--- src/rtl/inst_fetch.sv ---
// Instruction fetch stage: owns the PC, addresses a combinational instruction ROM and
// hands each captured word with its PC to decode over a valid/ready handshake.
module inst_fetch #(
    parameter int                 ADDR_W   = 32,
    parameter int                 INST_W   = 32,
    parameter logic [ADDR_W-1:0]  RESET_PC = '0
) (
    input  logic              clk,
    input  logic              rst,
    input  logic              en,
    output logic [ADDR_W-1:0] rom_addr,
    input  logic [INST_W-1:0] rom_inst,
    input  logic              redirect_valid,
    input  logic [ADDR_W-1:0] redirect_pc,
    output logic              inst_valid,
    input  logic              inst_ready,
    output logic [INST_W-1:0] inst,
    output logic [ADDR_W-1:0] inst_pc,
    output logic [31:0]       fetch_count
);

    typedef enum logic [1:0] {
        IDLE  = 2'd0,
        RUN   = 2'd1,
        FLUSH = 2'd2
    } state_t;

    state_t             r_state;
    state_t             w_state_next;
    logic [ADDR_W-1:0]  r_pc;
    logic [ADDR_W-1:0]  r_inst_pc;
    logic [INST_W-1:0]  r_inst;
    logic               r_valid;
    logic [31:0]        r_fetch_count;
    logic               w_capture;
    logic               w_drain;

    always_ff @(posedge clk) begin
        if (rst) begin
            r_state <= IDLE;
        end else begin
            r_state <= w_state_next;
        end
    end

    // A redirect wins over everything except reset, from any state.
    always_comb begin
        w_state_next = r_state;
        if (redirect_valid) begin
            w_state_next = FLUSH;
        end else begin
            case (r_state)
                IDLE:    if (en) w_state_next = RUN;
                RUN:     if (!en) w_state_next = IDLE;
                FLUSH:   w_state_next = en ? RUN : IDLE;
                default: w_state_next = IDLE;
            endcase
        end
    end

    // A held word drained in the redirect cycle is dropped, not transferred.
    always_comb begin
        w_capture = 1'b0;
        w_drain   = 1'b0;
        if (!redirect_valid) begin
            w_capture = (r_state == RUN) && en && (!r_valid || inst_ready);
            w_drain   = r_valid && inst_ready;
        end
    end

    always_ff @(posedge clk) begin
        if (rst) begin
            r_pc          <= RESET_PC;
            r_inst        <= '0;
            r_inst_pc     <= '0;
            r_valid       <= 1'b0;
            r_fetch_count <= '0;
        end else if (redirect_valid) begin
            r_pc    <= redirect_pc;
            r_valid <= 1'b0;
        end else if (w_capture) begin
            r_inst        <= rom_inst;
            r_inst_pc     <= r_pc;
            r_valid       <= 1'b1;
            r_pc          <= r_pc + ADDR_W'(1);
            r_fetch_count <= r_fetch_count + 32'd1;
        end else if (w_drain) begin
            r_valid <= 1'b0;
        end
    end

    assign rom_addr    = r_pc;
    assign inst_valid  = r_valid;
    assign inst        = r_inst;
    assign inst_pc     = r_inst_pc;
    assign fetch_count = r_fetch_count;

endmodule

--- config.mk ---
export PLATFORM = sky130hd
export DESIGN_NAME = inst_fetch
export DESIGN_NICKNAME = d
export VERILOG_FILES = /design/src/rtl/inst_fetch.sv
export SDC_FILE = /design/constraint.sdc
export NUM_CORES = 1
export LEC_CHECK = 0
export CORE_MARGIN = 4
export CORE_UTILIZATION = 45
export CTS_BUF_LIST = sky130_fd_sc_hd__clkbuf_8 sky130_fd_sc_hd__clkbuf_16
export DETAILED_ROUTE_END_ITERATION = 6
export PLACE_DENSITY = 0.8
export SYNTH_ARGS = -nofsm -noshare
export SYNTH_HDL_FRONTEND = slang
export SYNTH_SLANG_ARGS = --single-unit
--- constraint.sdc ---
create_clock -name clk -period 3.35 [get_ports clk]
set_clock_uncertainty 0.1 [all_clocks]
set_input_delay 0.67 -clock clk [delete_from_list [all_inputs] [get_ports clk]]
set_output_delay 0.67 -clock clk [all_outputs]
set_load 0.005 [all_outputs]
**Word-level counts from Yosys, hierarchy flattened**

Cells that the tools add are included.

- Bitwise gates (word level): 1
- Eq/ne operators: 6
- Muxes and demuxes: 11
- Reductions and logical operators: 12
- Add/sub/neg operators: 2

Operators by type and width:

| operator | number |
|---|---|
| 32-bit by 1-bit adder with 32-bit output, second input constant | 2 |
| 32-bit two-way mux | 2 |
| 2-bit two-way mux | 3 |
| 3-bit != test, second input constant | 2 |
| 2-bit case mux with 3 select lines | 1 |
| 2-bit AND reduction | 3 |
| 1-bit two-way mux | 5 |
| 2-bit != test, second input constant | 2 |
| 2-bit nonzero test | 2 |
| 1-bit logical AND | 3 |
| 2-bit by 1-bit == test with 1-bit output, second input constant | 1 |
| 2-bit == test, second input constant | 1 |
| 2-bit zero test | 1 |
| 2-bit OR reduction | 1 |
| 1-bit zero test | 1 |
| 1-bit logical OR | 1 |
| 1-bit inverter | 1 |

- Flip-flop bits (word level): 131
- Input port bits: 69
- Logic and storage cells: 39
- Output and inout port bits: 129

**Longest topological paths before layout**

- Word-level depth: 6
- Mapped depth: 8
- Depth with buffers taken out: 6

**Worst setup path after synthesis**

No wires, ideal clock.

- Kind: input-to-reg
- Start point: input en
- End point: register r_fetch_count[28] (netlist: fetch_count[28])
- Setup time: 0.070 ns
- Data required time: 3.180 ns
- Setup slack: 0.671 ns
- Stages: 7
- Buffers on the path: 2
- Arrival time: 2.508 ns
- Cells stage by stage: nand3b_4 or4_4 buf_6 or3_1 clkbuf_2 or4_1 a21oi_1

- Longest elaborated chain between the ends: 4

RTL lines:

| item | RTL line | text |
|---|---|---|
| start, declared | 10 | `input logic en,` |
| 1-bit logical AND (2 in a row) | 66 | `w_capture = (r_state == RUN) && en && (!r_valid \|\| inst_ready);` |
| 1-bit two-way mux | 65 | `if (!redirect_valid) begin` |
| 2-bit AND reduction (no line) | - |  |
| end signal, assigned | 86 | `r_fetch_count <= r_fetch_count + 32'd1;` |
| end, declared | 34 | `logic [31:0] r_fetch_count;` |

Every way passes these cells.
A chain may end at the register's enable or synchronous reset.

**Final worst setup path**

- Start point: input en
- End point: register r_fetch_count[30] (netlist: fetch_count[30])

The elaborated chain is that of the path after synthesis.

==> summary.md <==
| Metric | Value |
|---|---|
| Arr. time, crit path | `3.13 ns` |
| Final total power | `3.67 mW` |
| Hold WC Path Type | `flip-flop to flip-flop` |
| Maximum VDD drop | `between 0.0003 and 0.0004 V` |
| PortBufs | `197` |
| Placed cell count | `about 1000` |
| IO Pins | `198` |
| Grt total ovfl | `0` |
| Lkg Pwr | `2.83 nW` |
| Die Height | `between 100 and 150 um` |
| Final max-slew violation count | `0` |
| Post-synth ARST share | `0%` |
| Gate power share | `7.7%` |
| Top cell type's share of synthesized area | `approximately 47%` |
| Critical Path Start | `en` |
| Max Clock Freq | `between 0.3 and 0.4 GHz` |
| Worst R2R End | `fetch_count[30]` |
| Period utilization | `between 80% and 90%` |
| Dpl hpwl | `12800 um` |
| Max-cap viol count | `0` |
| Post-synth EDFFs | `0` |
| Rows | `40` |
| Cts repair resizes | `0` |
| Avg Inst Size Synth | `7.98 sq um` |
| Least-Margin Pin Slew | `0.934 ns` |
| Final WL | `17800 um` |
| Sw Share | `21.5%` |
| Routed vias | `5854` |
| Clock share of power | `47.3%` |
| Status | `completed` |
| Fin cells | `1071` |
| TritonCTS Sinks | `131` |
| Antenna Nets Post-Route | `0` |
| Main flop type after synthesis | `dfxtp_1` |
| Period minus WS final | `2.89 ns` |
| Worst skew pair latency | `0.41 ns` |
| Hold_buf cts | `0` |
| #FFs+latches synth | `131` |
| Synth area leader | `dfxtp_1` |
| First-pass GRT wire length | `between 20000 and 30000 um` |
| Pin count of the biggest net entering global routing | `63` |
| Internal Power | `between 2 and 3 mW` |
| Yosys warnings | `0` |
| Initial antenna violation count | `0` |
| Worst Path Class, Setup | `input pin to flip-flop` |
| Area Growth Syn to Fin | `48.2%` |
| CTS Buffer Depth | `2` |
| DRC | `0` |
| Starting DRT DRC Count | `532` |
| ANT cells | `0` |
| H-tree depth | `4` |
| Sequential Power Share | `45.0%` |
| Synth Instances | `705` |
| Fin nets | `roughly 960` |
| Sw power | `790 uW` |
| CP max FO | `7` |
| Wire per inst | `~17 um` |
| Worst-path clk slew | `~0.050 ns` |
| RD Place Congestion | `between 0.9 and 1` |
| Max_slew headroom | `between 30% and 40%` |
| Worst setup EP type | `flip-flop` |
| Root Buffer | `clkbuf_16` |
| Proportion of layout cells with a drive suffix above 1 | `5.65%` |
| Largest cells by area after synthesis | `dfxtp_1 (47%), nand2_1 (12%), a21oi_1 (7.3%)` |
| Vias in the first global route | `5660` |
| CP Launch Type | `input pin` |
| Cells on worst reg2reg path | `6` |
| Setup TNS | `0 ns` |
| DIE AREA | `about 14000 sq um` |
| WP data required | `3.59 ns` |
| Syn nets | `776` |
| Vias per cell | `approximately 5.5` |
| Initial Utilization | `46.4%` |
| PD cells | `440 nW/um^2` |
| Gr usage total | `24.5%` |
| Reg-to-reg slack, setup | `0.70 ns` |
| Core area | `12100 sq um` |
| Post-CTS Setup Inserts | `0` |
| Die X | `120 um` |
| Register area share after synthesis | `between 40 and 50%` |
| CTS buffer count | `17` |
| DR pass1 iterations | `5` |
| Fin. Hold Viols | `0` |
| Worst setup path endpoint | `fetch_count[30]` |
| RSZ-0062 raised after global routing | `false` |
| Mapped cell area | `~5600 sq um` |
| CTS tree | `done` |
| Distinct cells, synth | `45` |
| Critical R2R Launch | `fetch_count[0]` |
| Final setup fails | `0` |
flip-flops by register name, indices dropped and copies added, names as in the netlist:
signal	cells
inst_valid	1
inst	32
inst_pc	32
r_state	2
fetch_count	32
rom_addr	32
synthesized netlist by cell type, drive strengths merged (2+ instances only):
cell    number
nand2      175
dfxtp      131
a21oi       82
nor2        49
clkbuf      35
xor2        27
nand3       26
nand4       23
xnor2       22
nor4        16
nor3        12
a211oi      11
and4        11
buf         10
o21ai       10
and3         9
and2         8
inv          6
or3          6
a32oi        4
o211ai       3
or4          3
a311oi       2
a31oi        2
ha           2
mux2i        2
nor2b        2
nor4b        2
o31ai        2
worst min path at each step:
stage / start / slack (ns) / to / depth (start not counted)
2_1_floorplan: inst[0] / 0.35 / inst[0] / 2
3_3_place_gp: inst[14] / 0.34 / inst[14] / 2
3_5_place_dp: inst_pc[2] / 0.35 / inst_pc[2] / 2
4_1_cts: inst_pc[0] / 0.35 / inst_pc[0] / 2
5_1_grt: inst_pc[18] / 0.37 / inst_pc[18] / 2
6_report: inst[19] / 0.35 / inst[19] / 2
layout make-up:
class                      instances  area (sq um)
timing repair buffer             214          2110
tap                              168           210
clock inverter                     6          55.1
fill                             985          3780
sequential                       131          2620
clock buffer                      23           508
multi-input combinational        523          2810
inverter                           6          22.5
cells by family after synthesis:
family | Yosys count | synth area share (%)
buffers and inverters | 51 | 3.56
adders and majority gates | 2 | 0.445
DFF | 131 | 46.6
and+or+nand+nor | 347 | 28.8
AOI/OAI and AO/OA | 122 | 12.3
muxes | 3 | 0.556
xor gates and xnor gates | 49 | 7.63
cells in the final DEF, fill, tap and decap left out, types with 3 or more instances in the layout:
master / count
clkdlybuf4s50_1: 196
and3_1: 9
nor4_1: 16
o21ai_0: 10
a211oi_1: 11
nand3_1: 26
or3_1: 6
and2_1: 6
nor2_1: 49
buf_4: 17
xnor2_1: 22
clkbuf_8: 6
inv_1: 8
clkbuf_16: 17
nand2_1: 174
nand4_1: 23
nor3_1: 11
a32oi_1: 4
xor2_1: 27
and4_1: 11
o211ai_1: 3
dfxtp_1: 131
a21oi_1: 82
stage by stage:
stage	hold WS, ns	instance area (sq um)	setup slack [ns]	utilization [%]
floorplan	0.353	5620	0.671	-
global placement	0.341	7770	0.140	64.2
detailed placement	0.346	7770	0.0498	64.2
CTS	0.353	8340	0.477	68.8
global route	0.370	8340	0.375	68.8
finish	0.350	8340	0.460	68.8
routing by layer:
metal	vias to the layer above	routed length, um	GRT usage (%)	part of all wire [%]
met5	-	0	0	0
met4	0	496	9.31	2.8
met3	47	1460	7.63	8.2
met2	271	8710	41.1	49
met1	2728	7160	29.3	40
li1	2808	-	-	-
critical path: stages:
cell	delay, ns
clkdlybuf4s50_1	0.56
nand3b_4	0.09
or4_4	0.59
or3_1	0.51
or4_1	0.53
a21oi_1	0.17
power by group through the flow:
| stage | Combinational (mW) | Clock [mW] | Sequential [mW] |
|---|---|---|---|
| 6_report | 0.282 | 1.74 | 1.65 |
| 2_1_floorplan | 0.0973 | 0 | 1.67 |
| 3_5_place_dp | 0.280 | 0 | 1.68 |
| 3_3_place_gp | 0.276 | 0 | 1.68 |
| 4_1_cts | 0.282 | 1.77 | 1.65 |
| 5_1_grt | 0.304 | 1.85 | 1.66 |
Power figures use the tool's default switching activity.
